### config.mk
export PLATFORM = sky130hd
export DESIGN_NAME = mem_wb_stage_flat
export DESIGN_NICKNAME = d
export VERILOG_FILES = /design/src/rtl/mem_wb_stage_pkg.sv /design/src/rtl/mem_wb_stage_if.sv /design/src/rtl/mem_handshake_fsm.sv /design/src/rtl/mem_wb_stage.sv /design/src/flat_wrapper.sv
export SDC_FILE = /design/constraint.sdc
export NUM_CORES = 1
export LEC_CHECK = 0
export CAP_MARGIN = 20
export CORE_MARGIN = 2
export CORE_UTILIZATION = 36
export DETAILED_ROUTE_END_ITERATION = 10
export GPL_TIMING_DRIVEN = 0
export PLACE_DENSITY = 0.87
export SLEW_MARGIN = 30
export SYNTH_ARGS = -nofsm -noshare
export SYNTH_HDL_FRONTEND = slang
export SYNTH_SLANG_ARGS = --single-unit
### constraint.sdc
create_clock -name clk -period 5.2 [get_ports clk]
set_clock_uncertainty 0.1 [all_clocks]
set_input_delay 1.04 -clock clk [delete_from_list [all_inputs] [get_ports clk]]
set_output_delay 1.04 -clock clk [all_outputs]
set_load 0.05 [all_outputs]
### src/rtl/mem_wb_stage_pkg.sv
// Shared types and defaults for the MEM stage and MEM/WB pipeline register.
// Holds the handshake state encoding and the writeback bundle with its bubble value.
package mem_wb_stage_pkg;

   localparam int DEF_DATA_W = 32;
   localparam int DEF_REG_W  = 5;

   typedef enum logic {
      IDLE = 1'b0,
      WAIT = 1'b1
   } state_t;

   typedef struct packed {
      logic                  reg_write;
      logic                  mem_to_reg;
      logic [DEF_DATA_W-1:0] rdata;
      logic [DEF_DATA_W-1:0] alu;
      logic [DEF_REG_W-1:0]  rd;
   } memwb_t;

   localparam memwb_t MEMWB_BUBBLE = '0;

endpackage

### src/rtl/mem_wb_stage_if.sv
// Data-memory request/ack bus between the MEM stage (master) and the memory (slave).
// Address, write data and direction are held stable by the stage while mem_req is high.
interface mem_wb_stage_if
   import mem_wb_stage_pkg::*;
#(
   parameter int DATA_W = DEF_DATA_W
);
   logic              mem_req;
   logic              mem_we;
   logic [DATA_W-1:0] mem_addr;
   logic [DATA_W-1:0] mem_wdata;
   logic              mem_ack;
   logic [DATA_W-1:0] mem_rdata;

   modport master (
      output mem_req, mem_we, mem_addr, mem_wdata,
      input  mem_ack, mem_rdata
   );

   modport slave (
      input  mem_req, mem_we, mem_addr, mem_wdata,
      output mem_ack, mem_rdata
   );
endinterface

### src/rtl/mem_handshake_fsm.sv
// Memory handshake tracker: IDLE/WAIT state plus a wait counter bounding how long an access may stall.
// Stall and request gating are combinational; an ack on the timeout cycle wins over the abort.
module mem_handshake_fsm
   import mem_wb_stage_pkg::*;
#(
   parameter int TIMEOUT = 15,
   parameter int CNT_W   = 4
) (
   input  logic clk,
   input  logic reset,
   input  logic pending_i,
   input  logic mem_ack_i,
   output logic stall_o,
   output logic abort_o,
   output logic req_o
);

   state_t           state_q, state_d;
   logic [CNT_W-1:0] cnt_q, cnt_d;
   logic             timeout;

   assign timeout = (state_q == WAIT) && (cnt_q == CNT_W'(TIMEOUT));
   assign abort_o = timeout & ~mem_ack_i;
   assign req_o   = pending_i & ~timeout;
   assign stall_o = pending_i & ~(mem_ack_i | timeout);

   always_ff @(posedge clk or posedge reset) begin
      if (reset) begin
         state_q <= IDLE;
         cnt_q   <= '0;
      end else begin
         state_q <= state_d;
         cnt_q   <= cnt_d;
      end
   end

   always_comb begin
      state_d = state_q;
      cnt_d   = cnt_q;
      case (state_q)
         IDLE: begin
            if (pending_i && !mem_ack_i) begin
               state_d = WAIT;
               cnt_d   = CNT_W'(1);
            end
         end
         WAIT: begin
            if (mem_ack_i || timeout) begin
               state_d = IDLE;
               cnt_d   = '0;
            end else begin
               cnt_d = cnt_q + 1'b1;
            end
         end
         default: begin
            state_d = IDLE;
            cnt_d   = '0;
         end
      endcase
   end

endmodule

### src/rtl/mem_wb_stage.sv
// MEM stage with MEM/WB register: issues the data access, stalls upstream until ack or timeout.
// Non-memory ops reach MEM/WB in 1 cycle; accesses insert one bubble per wait cycle.
module mem_wb_stage
   import mem_wb_stage_pkg::*;
#(
   parameter int DATA_W  = DEF_DATA_W,
   parameter int REG_W   = DEF_REG_W,
   parameter int TIMEOUT = 15,
   parameter int CNT_W   = 4
) (
   input  logic              clk,
   input  logic              reset,
   input  logic              RegWrite_in,
   input  logic              MemtoReg_in,
   input  logic              MemRead_in,
   input  logic              MemWrite_in,
   input  logic [DATA_W-1:0] ALU_result_in,
   input  logic [DATA_W-1:0] reg_read_data_2_in,
   input  logic [REG_W-1:0]  EX_MEM_RegisterRd_in,
   mem_wb_stage_if.master    mem_bus,
   output logic              MEM_Stall,
   output logic              mem_err,
   output logic              RegWrite_out,
   output logic              MemtoReg_out,
   output logic [DATA_W-1:0] mem_read_data_out,
   output logic [DATA_W-1:0] ALU_result_out,
   output logic [REG_W-1:0]  MEM_WB_RegisterRd_out
);

   logic   pending;
   logic   stall;
   logic   abort;
   logic   req;
   memwb_t wb_q, wb_d;
   logic   err_q, err_d;

   assign pending = MemRead_in | MemWrite_in;

   mem_handshake_fsm #(
      .TIMEOUT (TIMEOUT),
      .CNT_W   (CNT_W)
   ) u_fsm (
      .clk       (clk),
      .reset     (reset),
      .pending_i (pending),
      .mem_ack_i (mem_bus.mem_ack),
      .stall_o   (stall),
      .abort_o   (abort),
      .req_o     (req)
   );

   assign mem_bus.mem_req   = req;
   assign mem_bus.mem_we    = MemWrite_in;
   assign mem_bus.mem_addr  = ALU_result_in;
   assign mem_bus.mem_wdata = reg_read_data_2_in;
   assign MEM_Stall         = stall;

   // Load data is kept only for a pure load; a simultaneous store wins and drops it.
   always_comb begin
      wb_d  = MEMWB_BUBBLE;
      err_d = err_q;
      if (abort) begin
         err_d = 1'b1;
      end else if (!stall) begin
         wb_d.reg_write  = RegWrite_in;
         wb_d.mem_to_reg = MemtoReg_in;
         wb_d.alu        = ALU_result_in;
         wb_d.rd         = EX_MEM_RegisterRd_in;
         wb_d.rdata      = (MemRead_in && !MemWrite_in && mem_bus.mem_ack)
                           ? mem_bus.mem_rdata : '0;
      end
   end

   always_ff @(posedge clk or posedge reset) begin
      if (reset) begin
         wb_q  <= MEMWB_BUBBLE;
         err_q <= 1'b0;
      end else begin
         wb_q  <= wb_d;
         err_q <= err_d;
      end
   end

   assign mem_err               = err_q;
   assign RegWrite_out          = wb_q.reg_write;
   assign MemtoReg_out          = wb_q.mem_to_reg;
   assign mem_read_data_out     = wb_q.rdata;
   assign ALU_result_out        = wb_q.alu;
   assign MEM_WB_RegisterRd_out = wb_q.rd;

endmodule

### src/flat_wrapper.sv
// flat-port wrapper written by rule: the top's interface ports become plain ports
module mem_wb_stage_flat import mem_wb_stage_pkg::*;
#(
   parameter int DATA_W  = DEF_DATA_W,
   parameter int REG_W   = DEF_REG_W,
   parameter int TIMEOUT = 15,
   parameter int CNT_W   = 4
)
  (clk, reset, RegWrite_in, MemtoReg_in, MemRead_in, MemWrite_in, ALU_result_in, reg_read_data_2_in, EX_MEM_RegisterRd_in, MEM_Stall, mem_err, RegWrite_out, MemtoReg_out, mem_read_data_out, ALU_result_out, MEM_WB_RegisterRd_out, mem_bus_mem_req, mem_bus_mem_we, mem_bus_mem_addr, mem_bus_mem_wdata, mem_bus_mem_ack, mem_bus_mem_rdata);
  mem_wb_stage_if #(.DATA_W(DATA_W)) mem_bus_i ();
  input  logic clk;
  input  logic reset;
  input  logic RegWrite_in;
  input  logic MemtoReg_in;
  input  logic MemRead_in;
  input  logic MemWrite_in;
  input  logic [DATA_W-1:0] ALU_result_in;
  input  logic [DATA_W-1:0] reg_read_data_2_in;
  input  logic [REG_W-1:0] EX_MEM_RegisterRd_in;
  output logic MEM_Stall;
  output logic mem_err;
  output logic RegWrite_out;
  output logic MemtoReg_out;
  output logic [DATA_W-1:0] mem_read_data_out;
  output logic [DATA_W-1:0] ALU_result_out;
  output logic [REG_W-1:0] MEM_WB_RegisterRd_out;
  output wire logic [$bits(mem_bus_i.mem_req)-1:0] mem_bus_mem_req;
  output wire logic [$bits(mem_bus_i.mem_we)-1:0] mem_bus_mem_we;
  output wire logic [$bits(mem_bus_i.mem_addr)-1:0] mem_bus_mem_addr;
  output wire logic [$bits(mem_bus_i.mem_wdata)-1:0] mem_bus_mem_wdata;
  input wire logic [$bits(mem_bus_i.mem_ack)-1:0] mem_bus_mem_ack;
  input wire logic [$bits(mem_bus_i.mem_rdata)-1:0] mem_bus_mem_rdata;
  assign mem_bus_mem_req = mem_bus_i.mem_req;
  assign mem_bus_mem_we = mem_bus_i.mem_we;
  assign mem_bus_mem_addr = mem_bus_i.mem_addr;
  assign mem_bus_mem_wdata = mem_bus_i.mem_wdata;
  assign mem_bus_i.mem_ack = mem_bus_mem_ack;
  assign mem_bus_i.mem_rdata = mem_bus_mem_rdata;
  mem_wb_stage #(.DATA_W(DATA_W), .REG_W(REG_W), .TIMEOUT(TIMEOUT), .CNT_W(CNT_W)) u_core (.clk(clk), .reset(reset), .RegWrite_in(RegWrite_in), .MemtoReg_in(MemtoReg_in), .MemRead_in(MemRead_in), .MemWrite_in(MemWrite_in), .ALU_result_in(ALU_result_in), .reg_read_data_2_in(reg_read_data_2_in), .EX_MEM_RegisterRd_in(EX_MEM_RegisterRd_in), .mem_bus(mem_bus_i), .MEM_Stall(MEM_Stall), .mem_err(mem_err), .RegWrite_out(RegWrite_out), .MemtoReg_out(MemtoReg_out), .mem_read_data_out(mem_read_data_out), .ALU_result_out(ALU_result_out), .MEM_WB_RegisterRd_out(MEM_WB_RegisterRd_out));
endmodule
; ---- Word-level counts from Yosys, hierarchy flattened
; Cells that the tools add are included.
[op_classes]
shift = 0
bitwise_logic = 9
eq_ne = 2
add_sub_neg = 1
n_reduce_logical = 7
div_mod_pow = 0
magnitude_cmp = 0
mul = 0
n_mux = 9
[ops]
columns = cell, count
row1 = two-way mux 71 bit, 2
row2 = two-way mux 32 bit, 1
row3 = two-way mux 4 bit, 2
row4 = one-hot mux 4 bit (2 select lines), 1
row5 = adder 4 x 1 -> 4 bit (second input constant), 1
row6 = equality test 4 bit (second input constant), 1
row7 = logical AND 1 bit, 4
row8 = inverter 1 bit, 4
row9 = AND 1 bit, 3
row10 = logical NOT 1 bit, 2
row11 = two-way mux 1 bit, 2
row12 = inequality test 2 bit (second input constant), 1
row13 = bitwise OR 1 bit, 2
row14 = one-hot mux 1 bit (2 select lines), 1
row15 = logical OR 1 bit, 1
[totals]
out_inout_bits = 139
latch_bits = 0
elab_cells = 36
rom_bits = 0
ram_bits = 0
mem_count = 0
regBits = 77

; ---- Logic depth before layout (Yosys ltp)
[logic_depth]
word_depth = 7
mapped_depth = 5

; ---- Modules after synthesis
; Synthesis repeated with hierarchy kept, for this count alone.
[unflattened]
hier_cells = 254
hier_area_um2 = 3342.0
[modules_own_cells]
columns = module, area_per_inst_um2, n_inst, cells_per_inst
row1 = mem_wb_stage, 3070.4, 1, 225
row2 = mem_handshake_fsm, 271.5, 1, 29

; ---- Worst setup path before layout
; OpenSTA, ideal clock, no wires.
[synth_path]
path_kind = input to output
from = input mem_bus_mem_ack
to = output MEM_Stall
required_time_ps = 4060
cell_stages = 2
arrival_ps = 1918
slack_ps = 2142
path_buffers = 0
path_cell_list = a41o_1 > nor2_1
[synth_via]
elab_chain_cells = 3
[synth_lines]
columns = element, line
row1 = from (decl), flat_wrapper.sv:31  ; input wire logic [$bits(mem_bus_i.mem_ack)-1:0] mem_bus_mem_ack;
row2 = bitwise OR 1 bit, mem_handshake_fsm.sv:25  ; assign stall_o = pending_i & ~(mem_ack_i | timeout);
row3 = inverter 1 bit, mem_handshake_fsm.sv:25
row4 = AND 1 bit, mem_handshake_fsm.sv:25
row5 = to (decl), flat_wrapper.sv:20  ; output logic MEM_Stall;
; Every way passes these cells.

; ---- Worst setup path in the final report
; Same ends and word-level chain as after synthesis.

==> results.json <==
{
  "drcViolationCount": 0,
  "dieArea_sq_mm": 0.00936,
  "row_count": 33,
  "clk_pin_slew_ns": 0.07,
  "area_growth_pct": 82.6,
  "clk_path_buf_depth": 2,
  "initial_utilization_pct": 37.5,
  "setup_viol_count_final": 0,
  "syn_inst": 250,
  "finalCriticalPeriod_ns": 3.90,
  "synth_seq_cells": 77,
  "finalWorstSetupSlack_ns": 1.30,
  "initialDrtViolationCount": 36,
  "io_buffers": 214,
  "n_antenna_cell": 0,
  "finalPower_mw": 1.67,
  "die_w_um": 96.7,
  "yosysWarnings": 0,
  "worstMarginPinSlew_ns": 0.539,
  "vias_per_cell": 4.27,
  "final_nets": 585,
  "final_util_pct": 68.5,
  "whs_ns": 0.371,
  "drtAntennaViolNets": 0,
  "hold_viol_final": 0,
  "yosys.cell_types.count": 20,
  "cp.required_ns": 4.06,
  "fin_setup_tns_ns": 0,
  "final_cells": 586,
  "cts_hold_buf": 0,
  "grt_pass1_wl_mm": 14.0,
  "first_pass_iters": 4,
  "clockPowerShare_pct": 34.5,
  "grt_pass1_vias": 2728,
  "maxSlewViolCount": 0,
  "wl_per_cell_um": 15.0,
  "dp_worst_setup_slack_ns": 1.32,
  "dpl.hpwl_mm": 7.27,
  "multi_input_area_sq_um": 633,
  "path_max_fanout": 7,
  "intPower_mw": 1.18,
  "cts-root-buf": "clkbuf_8",
  "placed_area_sq_mm": 0.00539,
  "num-fill-cells": 599,
  "postRouteWirelength_mm": 8.81,
  "cts-resized-gates": 0,
  "netlist_area_sq_mm": 0.00310,
  "tritoncts": "built",
  "design_area_sq_mm": 0.00565,
  "combPwrFrac_pct": 27.3,
  "relSlewSlack_pct": 64.0,
  "avgSynthCellArea_sq_um": 12.4,
  "dp_cells": 570,
  "cts_setup_buffers": 0,
  "num_io_pins": 247,
  "grt_max_degree": 45,
  "cts.sinks": 77,
  "arrival_ns": 2.76,
  "end_kind": "output port",
  "core-area_sq_mm": 0.00826,
  "seq_power_share_pct": 38.2,
  "worstSetupStartpointType": "input port",
  "maxCapViolations": 0,
  "track_usage_pct": 19.0,
  "fmax_mhz": 256,
  "dr_total_vias": 2500,
  "status": "finished clean",
  "p_leak_nw": 2.56,
  "insertion_delay_ns": 0.32,
  "seq_area_sq_mm": 0.00193,
  "hold_class": "reg -> reg",
  "critPathKind": "in -> out",
  "cts-htree-levels": 3,
  "switchingPower_uw": 484,
  "syn-num-nets": 359,
  "period_share_pct": 75.0,
  "peakVddDrop_mv": 0.158,
  "antenna_found_initial": 0,
  "seq_area_frac_synth_pct": 62.2,
  "gp_congestion": 0.832,
  "grt_setup_unrepaired": "false",
  "overflow": 0,
  "numCtsBuffers": 9,
  "die_h_um": 96.7,
  "power_density_mw_per_mm2": 295,
  "switching_share_pct": 29.0,
  "drive_gt1_share_pct": 17.9
}
## cell usage in the layout, fill, tap and decap left out, types with 2 or more instances in the layout
cell and count:
clkdlybuf4s50_1 214, dfrtp_1 77, nand2b_1 2, bufinv_16 4
o32ai_1 2, a41oi_1 2, and2_1 71, clkbuf_8 9
a41o_1 3, o21ai_0 3, buf_4 67, nor2_1 4
clkbuf_1 8, nand3_1 2
## synth_stat cells, drive strengths merged
library cell  count  area (sq um)
nand3             2          10.0
buf              67           503
and2             71           444
xnor2             1          8.76
a41oi             3          33.8
nor2              4          15.0
nor2b             1          6.26
ha                1          12.5
o21ai             3          15.0
clkbuf            7          26.3
nand2             1          3.75
nand2b            2          12.5
o32ai             2          17.5
o31a              1          8.76
o21ba             1          10.0
dfrtp            77          1930
nor3              1          5.00
inv               2          7.51
a41o              3          30.0
## power by group through the flow
stage,registers (mW),logic [mW],clock network [mW]
after global routing,0.639,0.478,0.613
after global placement,0.647,0.451,0
after detailed placement,0.649,0.459,0
after CTS,0.637,0.461,0.590
final,0.636,0.456,0.575
after floorplan,0.741,0.183,0
## cell families (layout without fill, tap and decap cells)
group | Yosys count | after routing | synth area share, %
buffers and inverters | 76 | 307 | 17.3
DFF | 77 | 77 | 62.2
xor gates and xnor gates | 1 | 1 | 0.283
AOI/OAI and AO/OA | 13 | 13 | 3.72
adders and majority gates | 1 | 1 | 0.404
and+or+nand+nor | 82 | 82 | 16.0
## worst max-delay path, stage by stage
cell	delay, ns
clkdlybuf4s50_1	0.52
a41o_1	0.29
nor2_1	0.11
clkdlybuf4s50_1	0.80
## cell type report
type | instances | share of cell area (%)
timing repair buffer | 215 | 38.2
sequential | 77 | 34.1
multi-input combinational | 97 | 11.2
buffer | 74 | 9.36
clock inverter | 6 | 2.37
tap | 105 | 2.32
clock buffer | 10 | 2.26
inverter | 2 | 0.177
## registers in the layout, summed over array words and instances, names as in the netlist
| signal | count |
|---|---|
| u_core.ALU_result_out | 32 |
| u_core.mem_read_data_out | 32 |
| u_core.MEM_WB_RegisterRd_out | 5 |
| u_core.u_fsm.cnt_q | 4 |
| u_core.MemtoReg_out | 1 |
| u_core.RegWrite_out | 1 |
| u_core.mem_err | 1 |
| u_core.u_fsm.state_q | 1 |
## worst paths after layout
path                       slack, ns                              start  depth (start not counted)                                     end
max                             1.30                    mem_bus_mem_ack                          4                               MEM_Stall
min                             0.37         u_core.mem_err$_DFFE_PP0P_                          1              u_core.mem_err$_DFFE_PP0P_
max reg2reg                     3.50  u_core.u_fsm.cnt_q[0]$_DFFE_PP0P_                          4     u_core.ALU_result_out[17]$_DFF_PP0_
min reg2reg                     0.37         u_core.mem_err$_DFFE_PP0P_                          1              u_core.mem_err$_DFFE_PP0P_
max in group asynchronous       3.47                              reset                          3     u_core.ALU_result_out[16]$_DFF_PP0_
min in group asynchronous       0.96                              reset                          2  u_core.mem_read_data_out[14]$_DFF_PP0_
## metal layers
| layer | track usage (%) | share of wire, % | up-vias |
|---|---|---|---|
| li1 | - | - | 1169 |
| met1 | 19.7 | 34 | 1172 |
| met2 | 33.9 | 52 | 147 |
| met3 | 9.18 | 12 | 12 |
| met4 | 5.96 | 1.4 | 0 |
| met5 | 0 | 0 | - |
Note: power is estimated with default switching activity, not from simulation.
